===== src/rtl/bnn_seq_pkg.sv =====
// ============================================================================
//  Module      : bnn_seq_pkg
//  Description : Shared opcodes, FSM states, instruction classes and control
//                word bit positions for the BNN instruction sequencer.
//  Revision    : 1.0 - initial release
// ============================================================================
`default_nettype none

package bnn_seq_pkg;

    localparam int CTRL_W_DEF = 17;

    localparam logic [4:0] OP_NOP   = 5'b00000;
    localparam logic [4:0] OP_LDL   = 5'b00001;
    localparam logic [4:0] OP_LDH   = 5'b00010;
    localparam logic [4:0] OP_LOAD2 = 5'b00011;
    localparam logic [4:0] OP_ADDI  = 5'b00100;
    localparam logic [4:0] OP_CMP   = 5'b00101;
    localparam logic [4:0] OP_JMPB  = 5'b00110;
    localparam logic [4:0] OP_EMPT  = 5'b00111;
    localparam logic [4:0] OP_BPUE  = 5'b01000;
    localparam logic [4:0] OP_BPUC  = 5'b01001;
    localparam logic [4:0] OP_OUT   = 5'b01010;
    localparam logic [4:0] OP_STORE = 5'b01011;
    localparam logic [4:0] OP_SHIFT = 5'b01100;
    localparam logic [4:0] OP_SEL   = 5'b01101;
    localparam logic [4:0] OP_LOOP  = 5'b01110;
    localparam logic [4:0] OP_DJNZ  = 5'b01111;
    localparam logic [4:0] OP_HALT  = 5'b11111;

    localparam logic [2:0] ST_IDLE  = 3'd0;
    localparam logic [2:0] ST_FETCH = 3'd1;
    localparam logic [2:0] ST_EXEC  = 3'd2;
    localparam logic [2:0] ST_ISSUE = 3'd3;
    localparam logic [2:0] ST_HALT  = 3'd4;

    typedef enum logic [2:0] {
        CLS_REG     = 3'd0,
        CLS_BRANCH  = 3'd1,
        CLS_ISSUE   = 3'd2,
        CLS_HALT    = 3'd3,
        CLS_ILLEGAL = 3'd4
    } cls_t;

    localparam int BIT_EMPTY  = 0;
    localparam int BIT_SUB_LO = 1;
    localparam int BIT_BPUE   = 5;
    localparam int BIT_OUT_A  = 6;
    localparam int BIT_WEIGHT = 7;
    localparam int BIT_IMAGE  = 8;
    localparam int BIT_BPUC   = 9;
    localparam int BIT_OUT    = 10;
    localparam int BIT_BIAS   = 11;
    localparam int BIT_OUT_B  = 12;
    localparam int BIT_OUT_C  = 13;
    localparam int BIT_STORE  = 14;
    localparam int BIT_SHIFT  = 15;
    localparam int BIT_SEL    = 16;

    function automatic logic [15:0] sext9(input logic [8:0] v);
        return {{7{v[8]}}, v};
    endfunction

endpackage

`default_nettype wire


===== src/rtl/bnn_seq_decode.sv =====
// ============================================================================
//  Module      : bnn_seq_decode
//  Description : Combinational decoder: instruction to BNN control word and
//                instruction class. Macro BNN_SEQ_HWLOOP_EN makes LOOP/DJNZ legal.
//  Revision    : 1.0 - initial release
// ============================================================================
`default_nettype none

module bnn_seq_decode
    import bnn_seq_pkg::*;
#(
    parameter int CTRL_W = CTRL_W_DEF
) (
    input  logic [15:6]       inst,
    output logic [CTRL_W-1:0] ctrl_word,
    output cls_t              cls
);

    logic [16:0] w;

    always_comb begin
        w   = '0;
        cls = CLS_REG;
        case (inst[15:11])
            OP_NOP, OP_LDL, OP_LDH, OP_ADDI, OP_CMP: cls = CLS_REG;
            OP_JMPB: cls = CLS_BRANCH;
            OP_LOAD2: begin
                cls = CLS_ISSUE;
                case (inst[10:9])
                    2'b00: begin
                        w[BIT_WEIGHT]           = 1'b1;
                        w[BIT_SUB_LO+1:BIT_SUB_LO] = inst[8:7];
                    end
                    2'b01: w[BIT_BIAS] = 1'b1;
                    2'b10: begin
                        w[BIT_IMAGE]            = 1'b1;
                        w[BIT_SUB_LO+1:BIT_SUB_LO] = inst[8:7];
                        w[BIT_SEL]              = inst[6];
                    end
                    default: cls = CLS_ILLEGAL;
                endcase
            end
            OP_EMPT: begin
                cls            = CLS_ISSUE;
                w[BIT_EMPTY]   = 1'b1;
            end
            OP_BPUE: begin
                cls                        = CLS_ISSUE;
                w[BIT_BPUE]                = 1'b1;
                w[BIT_SUB_LO+2:BIT_SUB_LO] = inst[10:8];
            end
            OP_BPUC: begin
                cls                        = CLS_ISSUE;
                w[BIT_BPUC]                = 1'b1;
                w[BIT_SUB_LO+3:BIT_SUB_LO] = inst[10:7];
            end
            OP_OUT: begin
                cls          = CLS_ISSUE;
                w[BIT_OUT]   = 1'b1;
                w[BIT_OUT_B] = inst[10];
                w[BIT_OUT_A] = inst[9];
                w[BIT_OUT_C] = inst[8];
            end
            OP_STORE: begin
                cls          = CLS_ISSUE;
                w[BIT_STORE] = 1'b1;
                w[BIT_OUT_A] = inst[10];
            end
            OP_SHIFT: begin
                cls          = CLS_ISSUE;
                w[BIT_SHIFT] = 1'b1;
            end
            OP_SEL: begin
                cls        = CLS_ISSUE;
                w[BIT_SEL] = inst[10];
            end
`ifdef BNN_SEQ_HWLOOP_EN
            OP_LOOP, OP_DJNZ: cls = CLS_BRANCH;
`endif
            OP_HALT: cls = CLS_HALT;
            default: cls = CLS_ILLEGAL;
        endcase
        // Illegal encodings never drive any control bit.
        if (cls == CLS_ILLEGAL) begin
            w = '0;
        end
    end

    assign ctrl_word = CTRL_W'(w);

endmodule

`default_nettype wire


===== src/rtl/bnn_seq_ctrl.sv =====
// ============================================================================
//  Module      : bnn_seq_ctrl
//  Description : BNN core instruction sequencer: fetch / exec / issue FSM with
//                registers, compare flag and optional hardware loop counter
//                (macro BNN_SEQ_HWLOOP_EN).
//  Revision    : 1.0 - initial release
// ============================================================================
`default_nettype none

module bnn_seq_ctrl
    import bnn_seq_pkg::*;
#(
    parameter int PC_W         = 16,
    parameter int NREG         = 4,
    parameter int CTRL_W       = CTRL_W_DEF,
    parameter int IMEM_LAT_MAX = 15
) (
    input  logic              clk,
    input  logic              rst,
    input  logic              start,
    input  logic [PC_W-1:0]   start_pc,
    output logic              imem_req,
    output logic [PC_W-1:0]   imem_addr,
    input  logic              imem_vld,
    input  logic [15:0]       imem_data,
    input  logic              core_busy,
    output logic              ctrl_vld,
    output logic [CTRL_W-1:0] ctrl_word,
    output logic              halted,
    output logic              err
);

    localparam int RIDX_W = (NREG < 2) ? 1 : $clog2(NREG);
    localparam int WCNT_W = (IMEM_LAT_MAX < 2) ? 1 : $clog2(IMEM_LAT_MAX + 1);

    logic [2:0]        state_q, state_d;
    logic [PC_W-1:0]   pc_q, pc_d;
    logic [15:0]       inst_q, inst_d;
    logic [15:0]       regs_q [NREG];
    logic [15:0]       regs_d [NREG];
    logic              flag_q, flag_d;
    logic              err_q, err_d;
    logic [WCNT_W-1:0] wcnt_q, wcnt_d;
`ifdef BNN_SEQ_HWLOOP_EN
    logic [9:0]        cnt_q, cnt_d;
`endif

    logic [CTRL_W-1:0] dec_word;
    cls_t              dec_cls;
    logic [2:0]        ld_idx, ar_idx;
    logic              ld_ok, ar_ok;
    logic [15:0]       ar_val;
    logic [PC_W-1:0]   pc_inc, pc_back;

    bnn_seq_decode #(
        .CTRL_W (CTRL_W)
    ) u_decode (
        .inst      (inst_q[15:6]),
        .ctrl_word (dec_word),
        .cls       (dec_cls)
    );

    assign ld_idx  = inst_q[10:8];
    assign ar_idx  = {1'b0, inst_q[10:9]};
    assign ld_ok   = 32'(ld_idx) < NREG;
    assign ar_ok   = 32'(ar_idx) < NREG;
    assign ar_val  = ar_ok ? regs_q[ar_idx[RIDX_W-1:0]] : 16'h0000;
    assign pc_inc  = pc_q + PC_W'(1);
    assign pc_back = pc_q - PC_W'(inst_q[10:0]);

    always_comb begin
        state_d = state_q;
        pc_d    = pc_q;
        inst_d  = inst_q;
        regs_d  = regs_q;
        flag_d  = flag_q;
        err_d   = err_q;
        wcnt_d  = '0;
`ifdef BNN_SEQ_HWLOOP_EN
        cnt_d   = cnt_q;
`endif
        case (state_q)
            ST_IDLE: begin
                if (start) begin
                    pc_d    = start_pc;
                    state_d = ST_FETCH;
                end
            end
            ST_FETCH: begin
                if (imem_vld) begin
                    inst_d  = imem_data;
                    state_d = ST_EXEC;
                end else if (wcnt_q == WCNT_W'(IMEM_LAT_MAX)) begin
                    err_d   = 1'b1;
                    state_d = ST_HALT;
                end else begin
                    wcnt_d  = wcnt_q + WCNT_W'(1);
                end
            end
            ST_EXEC: begin
                pc_d    = pc_inc;
                state_d = ST_FETCH;
                case (dec_cls)
                    CLS_ISSUE: begin
                        pc_d    = pc_q;
                        state_d = ST_ISSUE;
                    end
                    CLS_HALT: begin
                        pc_d    = pc_q;
                        state_d = ST_HALT;
                    end
                    CLS_ILLEGAL: begin
                        pc_d    = pc_q;
                        err_d   = 1'b1;
                        state_d = ST_HALT;
                    end
                    default: begin
                        case (inst_q[15:11])
                            OP_LDL: if (ld_ok) regs_d[ld_idx[RIDX_W-1:0]][7:0]  = inst_q[7:0];
                            OP_LDH: if (ld_ok) regs_d[ld_idx[RIDX_W-1:0]][15:8] = inst_q[7:0];
                            OP_ADDI: if (ar_ok) regs_d[ar_idx[RIDX_W-1:0]] = ar_val + sext9(inst_q[8:0]);
                            OP_CMP: flag_d = ar_val > {7'd0, inst_q[8:0]};
                            OP_JMPB: if (flag_q) pc_d = pc_back;
`ifdef BNN_SEQ_HWLOOP_EN
                            OP_LOOP: cnt_d = inst_q[9:0];
                            OP_DJNZ: begin
                                if (cnt_q != 10'd0) begin
                                    cnt_d = cnt_q - 10'd1;
                                    pc_d  = pc_back;
                                end
                            end
`endif
                            default: ;
                        endcase
                    end
                endcase
            end
            ST_ISSUE: begin
                if (!core_busy) begin
                    pc_d    = pc_inc;
                    state_d = ST_FETCH;
                end
            end
            ST_HALT: begin
                if (start) begin
                    err_d   = 1'b0;
                    pc_d    = start_pc;
                    state_d = ST_FETCH;
                end
            end
            default: state_d = ST_IDLE;
        endcase
    end

    always_ff @(posedge clk or posedge rst) begin
        if (rst) begin
            state_q <= ST_IDLE;
            pc_q    <= '0;
            inst_q  <= '0;
            flag_q  <= 1'b0;
            err_q   <= 1'b0;
            wcnt_q  <= '0;
            for (int i = 0; i < NREG; i++) begin
                regs_q[i] <= '0;
            end
`ifdef BNN_SEQ_HWLOOP_EN
            cnt_q   <= '0;
`endif
        end else begin
            state_q <= state_d;
            pc_q    <= pc_d;
            inst_q  <= inst_d;
            flag_q  <= flag_d;
            err_q   <= err_d;
            wcnt_q  <= wcnt_d;
            regs_q  <= regs_d;
`ifdef BNN_SEQ_HWLOOP_EN
            cnt_q   <= cnt_d;
`endif
        end
    end

    // The control word is only driven while it is being accepted by the core.
    assign ctrl_vld  = (state_q == ST_ISSUE) && !core_busy;
    assign ctrl_word = ctrl_vld ? dec_word : '0;
    assign imem_req  = (state_q == ST_FETCH);
    assign imem_addr = pc_q;
    assign halted    = (state_q == ST_HALT);
    assign err       = err_q;

endmodule

`default_nettype wire


===== config.mk =====
export PLATFORM = sky130hd
export DESIGN_NAME = bnn_seq_ctrl
export DESIGN_NICKNAME = d
export VERILOG_FILES = /design/src/rtl/bnn_seq_pkg.sv /design/src/rtl/bnn_seq_decode.sv /design/src/rtl/bnn_seq_ctrl.sv
export SDC_FILE = /design/constraint.sdc
export NUM_CORES = 1
export LEC_CHECK = 0
export BUFFER_PORTS_ARGS = -buffer_cell sky130_fd_sc_hd__buf_2
export CAP_MARGIN = 10
export CORE_ASPECT_RATIO = 2
export CORE_MARGIN = 5
export CORE_UTILIZATION = 61
export CTS_CLUSTER_DIAMETER = 40
export DETAILED_ROUTE_END_ITERATION = 7
export PLACE_DENSITY = 0.87
export RECOVER_POWER = 25
export SLEW_MARGIN = 10
export SYNTH_ARGS = -nofsm -noshare
export SYNTH_HDL_FRONTEND = slang
export SYNTH_HIERARCHICAL = 1
export SYNTH_SLANG_ARGS = --single-unit

===== constraint.sdc =====
create_clock -name clk -period 5.8 [get_ports clk]
set_input_delay 0.29 -clock clk [delete_from_list [all_inputs] [get_ports clk]]
set_output_delay 0.29 -clock clk [all_outputs]
set_load 0.02 [all_outputs]

==> results of run 1 <==
metrics by stage:
step	cell area [µm²]	utilization [%]
4_1_cts	8570	67.9
3_3_place_gp	8250	65.3
5_1_grt	8550	67.7
2_1_floorplan	7850	-
6_report	8550	67.7
3_5_place_dp	8250	65.3
critical path: stages (launching register included):
cell and delay [ns]:
dfrtp_1 1.06, mux4_2 0.63, ha_1 0.39, nor4_1 0.42, o31ai_1 0.16, a31oi_1 0.25, a31oi_1 0.21, o31a_1 0.36
a222oi_1 0.23, or3b_1 0.37
placed cells by master, fill, tap and decap left out, types with 5 or more instances in the layout:
cell | Yosys | layout
o22ai_1 | 5 | 5
a21oi_1 | 42 | 42
nor2b_1 | 13 | 13
o211ai_1 | 6 | 6
xor2_1 | 10 | 10
xnor2_1 | 16 | 16
buf_2 | 6 | 56
a222oi_1 | 5 | 5
o21ai_1 | 11 | 11
nand2b_1 | 13 | 13
nor3_1 | 22 | 22
dfrtp_1 | 105 | 105
mux2i_1 | 9 | 9
a22oi_1 | 49 | 49
ha_1 | 37 | 37
clkbuf_1 | 26 | 17
nand3b_1 | 5 | 5
o21a_1 | 8 | 8
o21ai_0 | 76 | 76
nand3_1 | 25 | 25
mux2_2 | 7 | 7
nor2_1 | 66 | 66
a221oi_1 | 9 | 9
o2bb2ai_1 | 17 | 17
clkbuf_16 | 0 | 9
buf_4 | 4 | 5
mux4_2 | 16 | 16
a211oi_1 | 5 | 5
nand2_1 | 80 | 80
a21o_1 | 10 | 10
and3_1 | 13 | 13
a31oi_1 | 8 | 8
o31ai_1 | 7 | 7
nand4_1 | 5 | 5
and2_1 | 29 | 28
inv_1 | 34 | 33
layer usage:
layer | wire length, µm | global-route usage, %
met4 | 2810 | 31.4
met2 | 13400 | 60.9
met3 | 1630 | 5.44
met1 | 8370 | 33.4
met5 | 0 | 0
power by group through the flow:
stage                     Combinational, mW  Sequential (mW)  Clock (mW)
after global placement                 2.42             1.44           0
after floorplan                        1.99             1.20           0
after CTS                              2.48             1.43       0.657
after global routing                   2.77             1.49       0.689
after detailed placement               2.46             1.45           0
final                                  2.52             1.46       0.656
final timing paths:
path	startpoint	end	slack (ns)	depth (start not counted)
setup / recovery	inst_q[9]	flop	1.61	9
hold / removal	imem_data[5]	inst_q[5]	0.14	3
setup reg to reg	inst_q[9]	flop	1.61	9
hold reg to reg	wcnt_q[0]	wcnt_q[0]	0.47	1
max in group asynchronous	rst	asynchronous set/reset pin	3.26	4
min in group asynchronous	rst	asynchronous set/reset pin	0.97	3
cell families after synthesis:
| kind of cell | Yosys count | share of synthesized area (%) |
|---|---|---|
| AND/OR/NAND/NOR | 306 | 20.5 |
| flip-flops | 105 | 33.5 |
| buffers and inverters | 76 | 4.11 |
| XOR/XNOR | 26 | 2.90 |
| adder cells (fa/ha/maj) | 39 | 6.41 |
| AO/OA/AOI/OAI | 299 | 25.9 |
| multiplexers | 32 | 6.74 |
cell type report:
type	count	area, µm²
fill	1051	4080
sequential	105	2630
clock inverter	6	72.6
clock buffer	10	239
inverter	34	129
timing repair buffer	79	392
multi-input combinational	702	4900
tap	150	188
==> flow_summary.ini, run 1 <==
[run_status]
status = complete, but fails checks
violations = capacitance limit, slew limit

[timing]
maxSlewHeadroom_pct = -25.8
fin_skew_ns = 0.0153
rsz0062_at_grt = false
slew_viol_final = 44
period_needed_ns = 4.19
hold_viol = 0
max_freq_ghz = 0.239
tns_ns = 0
fin_ws_ns = 1.61
fin_crit_sh_pct = 72.3
hold_ws_ns = 0.140
worst_pin_slew_ns = 1.88
setup_viol = 0

[worst_setup_path]
crit_type = reg2reg
crit_fanout = 21
required_ns = 6.03
crit_arrival_ns = 4.43
worstSetupStartpointType = flop
critPathCaptureType = flop

[route]
vias = 7706
wirelength_mm = 26.2
antenna_left = 0
drc = 0
drt-pass1-iter-count = 8
drt_iter0_drc = 732
drt-wirelength-per-cell_um = 24.1
drt-vias-per-instance = 7.10

[layout]
drive_above_1_share_pct = 13.5
nNetsFinal = 1007
syn2layout_area_growth_pct = 8.88
n_antenna_cell = 0
instances_no_fill = 1086

[flow_run]
cap_violations = 1

[clock_tree]
cts_resized = 0
cts.sinks = 105
path_clk_slew_ns = 0.08
postCtsHoldBufs = 1
cts_tree = done
clock_latency_ns = 0.36
htree_levels = 3
cts_setup_buffers = 0
clk_path_buf_depth = 2
numCtsBuffers = 9
cts-root-buf = clkbuf_16

[power_and_ir_drop]
total_power_mw = 4.64
power_density_nw_per_um2 = 543
p_int_mw = 2.26
vdd_ir_drop_max_mv = 0.424
netSwitchingFraction_pct = 51.4
p_leak_nw = 3.69
combPwrFrac_pct = 54.4
p_switching_mw = 2.38
seqPwrFrac_pct = 31.5
clkPwrFrac_pct = 14.1

[placement]
pre_cts_ws_ns = 1.64
io_buffers = 73
hpwl_mm = 19.8
place.gp.congestion = 1.02
place_inst = 1069

[die]
io_pins = 74
initial_core_util_pct = 62.2
dieHeight_um = 170
core_area_um2 = 12600
die_x_um = 90.2
core.rowCount = 58
die_area_um2 = 15400

[synthesis]
synth-warning-count = 6
synth-edff-count = 0
netlist.area_leader.share_pct = 33.5
ys.flop_type = dfrtp_1
ys_top_cells_by_count = dfrtp_1 (105), nand2_1 (80), o21ai_0 (76), nor2_1 (66), a22oi_1 (49)
avgSynthCellArea_um2 = 8.89
synth.area.top_cells = dfrtp_1 (33%), ha_1 (5.9%), o21ai_0 (4.8%)
synthArstFlopShare_pct = 100
synth_top_area_cell = dfrtp_1
netlist_area_um2 = 7850
synth_most_common_cell = dfrtp_1
synth_cell_types = 85
yosysSeqAreaShare_pct = 33.5
ys_ff_latch = 105
netlist_instances = 883
syn_nets = 959

[global_routing]
antenna_found_initial = 0
grt_pass1_wl_mm = 41.4
first_global_vias = 7877
overflow = 0
grt_usage_pct = 34.3
grt_max_degree = 64

[worst_hold_path]
hold_path.class = in2reg
Note: power is estimated with default switching activity, not from simulation.
==> run 2, diff against run 1 <==
- ABC_AREA: not set -> 1
- CORE_UTILIZATION: 61 -> 56
- PLACE_DENSITY: 0.87 -> 0.83
- clock period: 5.8 -> 3.4 ns (I/O delays scaled with it)
==> run 2 against run 1 <==
Effect of this change:
- sequential power up 45%
- register-to-register slack worse by 1.5 ns
- the run still ends with capacitance limit, slew limit left
- routed wire length up 24%
- fmax up 25%
- hold slack worse by 0.12 ns
- critical path type unchanged
- synthesized area up 12%
- first-iteration DRC count down 3.8%
- combinational power up 130%
- flip-flop and latch count unchanged
- clock power up 66%
- count of clock-buffer cells in the layout unchanged
==> flow_summary.ini, run 2 <==
[synthesis]
synth_xor_xnor_area_share_pct = 1.50
yosys-mux-area-fraction_pct = 0.128
synth-edff-count = 0
syn_nets = 1467
synth_fa_ha_area_share_pct = 5.73
synth_cell_types = 50
ys_ff_latch = 105
synth_top_area_cell = dfrtp_1
netlist_instances = 1391
netlist.area_leader.share_pct = 29.9
avgSynthCellArea_um2 = 6.31
synth.area.top_cells = dfrtp_1 (30%), nand2_1 (19%), nand3_1 (7.0%)
synth_top_family_by_area = simple AND/OR/NAND/NOR gates
synth_compound_area_share_pct = 13.1
synth-warning-count = 6
ys_top_cells_by_count = nand2_1 (453), inv_1 (160), nor2_1 (156), nand3_1 (123), dfrtp_1 (105)
synth_simple_gate_area_share_pct = 40.5
synth_most_common_cell = nand2_1
netlist_area_um2 = 8780
ys.flop_type = dfrtp_1
synthArstFlopShare_pct = 100
yosysSeqAreaShare_pct = 29.9

[timing]
maxSlewHeadroom_pct = -42.0
fin_crit_sh_pct = 98.3
period_needed_ns = 3.34
fin_skew_ns = 0.0108
slew_viol_final = 51
rsz0062_at_grt = false
hold_viol = 0
hold_ws_ns = 0.0176
setup_viol = 0
max_freq_ghz = 0.299
worst_pin_slew_ns = 2.13

[placement]
place.gp.congestion = 1.04
io_buffers = 73
hpwl_mm = 25.0
placed_area_um2 = 9560

[worst_setup_path]
critPathCaptureType = flop
crit_start = inst_q[10]
required_ns = 3.65
crit_chain = inv_1 > buf_4 > nand2_1 > clkinvlp_4 > buf_12 > a22oi_2 > and2_1 > inv_1 > ha_1 > fa_1 > nand2_1 > nand2_1 > nand3_1 > nand2_1 > nand2_1 > nand3_1 > nand3_1 > o21ai_0 > nand2_1 > nand2_1
worstSetupStartpointType = flop
cp_common_cell = nand2_1
crit_type = reg2reg
slowest_stage = fa_1
slowest_delay_ns = 0.40
r2r_start = inst_q[10]
crit_arrival_ns = 3.60
crit_fanout = 14

[power_and_ir_drop]
p_leak_nw = 5.28
vdd_ir_drop_max_mv = 0.368
netSwitchingFraction_pct = 56.3
total_power_mw = 9.07
clkPwrFrac_pct = 12.0
power_density_nw_per_um2 = 914
seqPwrFrac_pct = 23.3
p_int_mw = 3.96
combPwrFrac_pct = 64.7
p_switching_mw = 5.11

[route]
drt-pass1-iter-count = 5
drt_iter0_drc = 704
wirelength_mm = 32.5
drt-vias-per-instance = 5.83
drc = 0
antenna_left = 0
drt-wirelength-per-cell_um = 19.2
vias = 9878

[layout]
post-route-cell-area_um2 = 9920
n_antenna_cell = 0
seqCellArea_um2 = 2630
drive_above_1_share_pct = 12.2
multiInputGateArea_um2 = 5360
most-common-layout-cells = nand2_1 (453), inv_1 (159), nor2_1 (153)
fillCellCount = 1497
nNetsFinal = 1566
syn2layout_area_growth_pct = 13.0
final_common_cell = nand2_1

[clock_tree]
clk_path_buf_depth = 2
path_clk_slew_ns = 0.08
cts.sinks = 105
cts-root-buf = clkbuf_16
cts_tree = done
htree_levels = 3
numCtsBuffers = 9
clock_latency_ns = 0.36

[die]
core.rowCount = 64
die_x_um = 98.5
initial_core_util_pct = 57.1
die_area_um2 = 18400
core_area_um2 = 15400
dieHeight_um = 187
io_pins = 74

[global_routing]
antenna_found_initial = 0
grt_max_degree = 56
grt_pass1_wl_mm = 51.2
overflow = 0
grt_usage_pct = 35.6
first_global_vias = 9880

[worst_hold_path]
hold_path.class = in2reg
worstHoldStart = imem_vld

[run_status]
status = complete, but fails checks
violations = capacitance limit, slew limit

[flow_run]
cap_violations = 1
[run 2: layer usage]
metal	global-route usage, %	up-vias	share of wire, %	routed length [µm]
met5	0	-	0	0
met4	34.9	0	12	3870
met3	6.16	210	6.8	2230
met2	61.2	503	49	16100
met1	34.6	4460	32	10300
li1	-	4705	-	-
[run 2: path summary, 6_finish.rpt]
kind                                              end  slack, ns  depth (start not counted)
min                                         wcnt_q[2]       0.02                          2
min reg2reg                                 wcnt_q[0]       0.47                          1
max in group asynchronous  asynchronous set/reset pin       1.11                          3
max                                              flop       0.06                         20
max reg2reg                                      flop       0.06                         20
min in group asynchronous               imem_addr[10]       1.06                          3
[run 2: stage by stage]
step / std cells / worst slack, ns / utilization [%] / TNS, ns
floorplan: 1391 / 0.469 / - / 0
global placement: 1672 / -0.0519 / 62.2 / -0.142
detailed placement: 1672 / -0.0568 / 62.2 / -0.0842
CTS: 1689 / 0.0239 / 64.2 / 0
global route: 1693 / 0.00107 / 64.5 / 0
finish: 1693 / 0.0578 / 64.5 / 0
[run 2: layout make-up]
| class | instances | area share [%] |
|---|---|---|
| timing repair buffer | 116 | 7.10 |
| tap | 198 | 2.50 |
| inverter | 179 | 6.85 |
| clock inverter | 6 | 0.656 |
| sequential | 105 | 26.5 |
| clock buffer | 10 | 2.31 |
| multi-input combinational | 1079 | 54.1 |
[run 2: kinds of logic after synthesis]
group	count (synthesis)
flip-flops	105
XOR/XNOR	15
multiplexers	1
AND/OR/NAND/NOR	834
AO/OA/AOI/OAI	190
buffers and inverters	207
adder cells (fa/ha/maj)	39
[run 2: what timing repair did]
item,in CTS,in global routing
pin swaps,0,0
resized for setup,1,6
hold buffers,1,0
setup buffers,0,4
endpoints found under the setup margin,8,37
endpoints found under the hold margin,50,0
[run 2: worst max-delay path: cells and delay by family (launching register included)]
family | cells | cell delay (ns)
buffers and inverters | 5 | 0.57
AO/OA/AOI/OAI | 2 | 0.31
adder cells (fa/ha/maj) | 2 | 0.60
flip-flops | 1 | 0.35
AND/OR/NAND/NOR | 11 | 1.41
[run 2: power by group through the flow]
stage,registers (mW),logic (mW),clock network (mW)
after floorplan,2.11,3.72,0
final,2.11,5.87,1.09
after global routing,2.16,6.40,1.16
after detailed placement,2.11,5.64,0
after CTS,2.09,5.68,1.10
after global placement,2.10,5.55,0
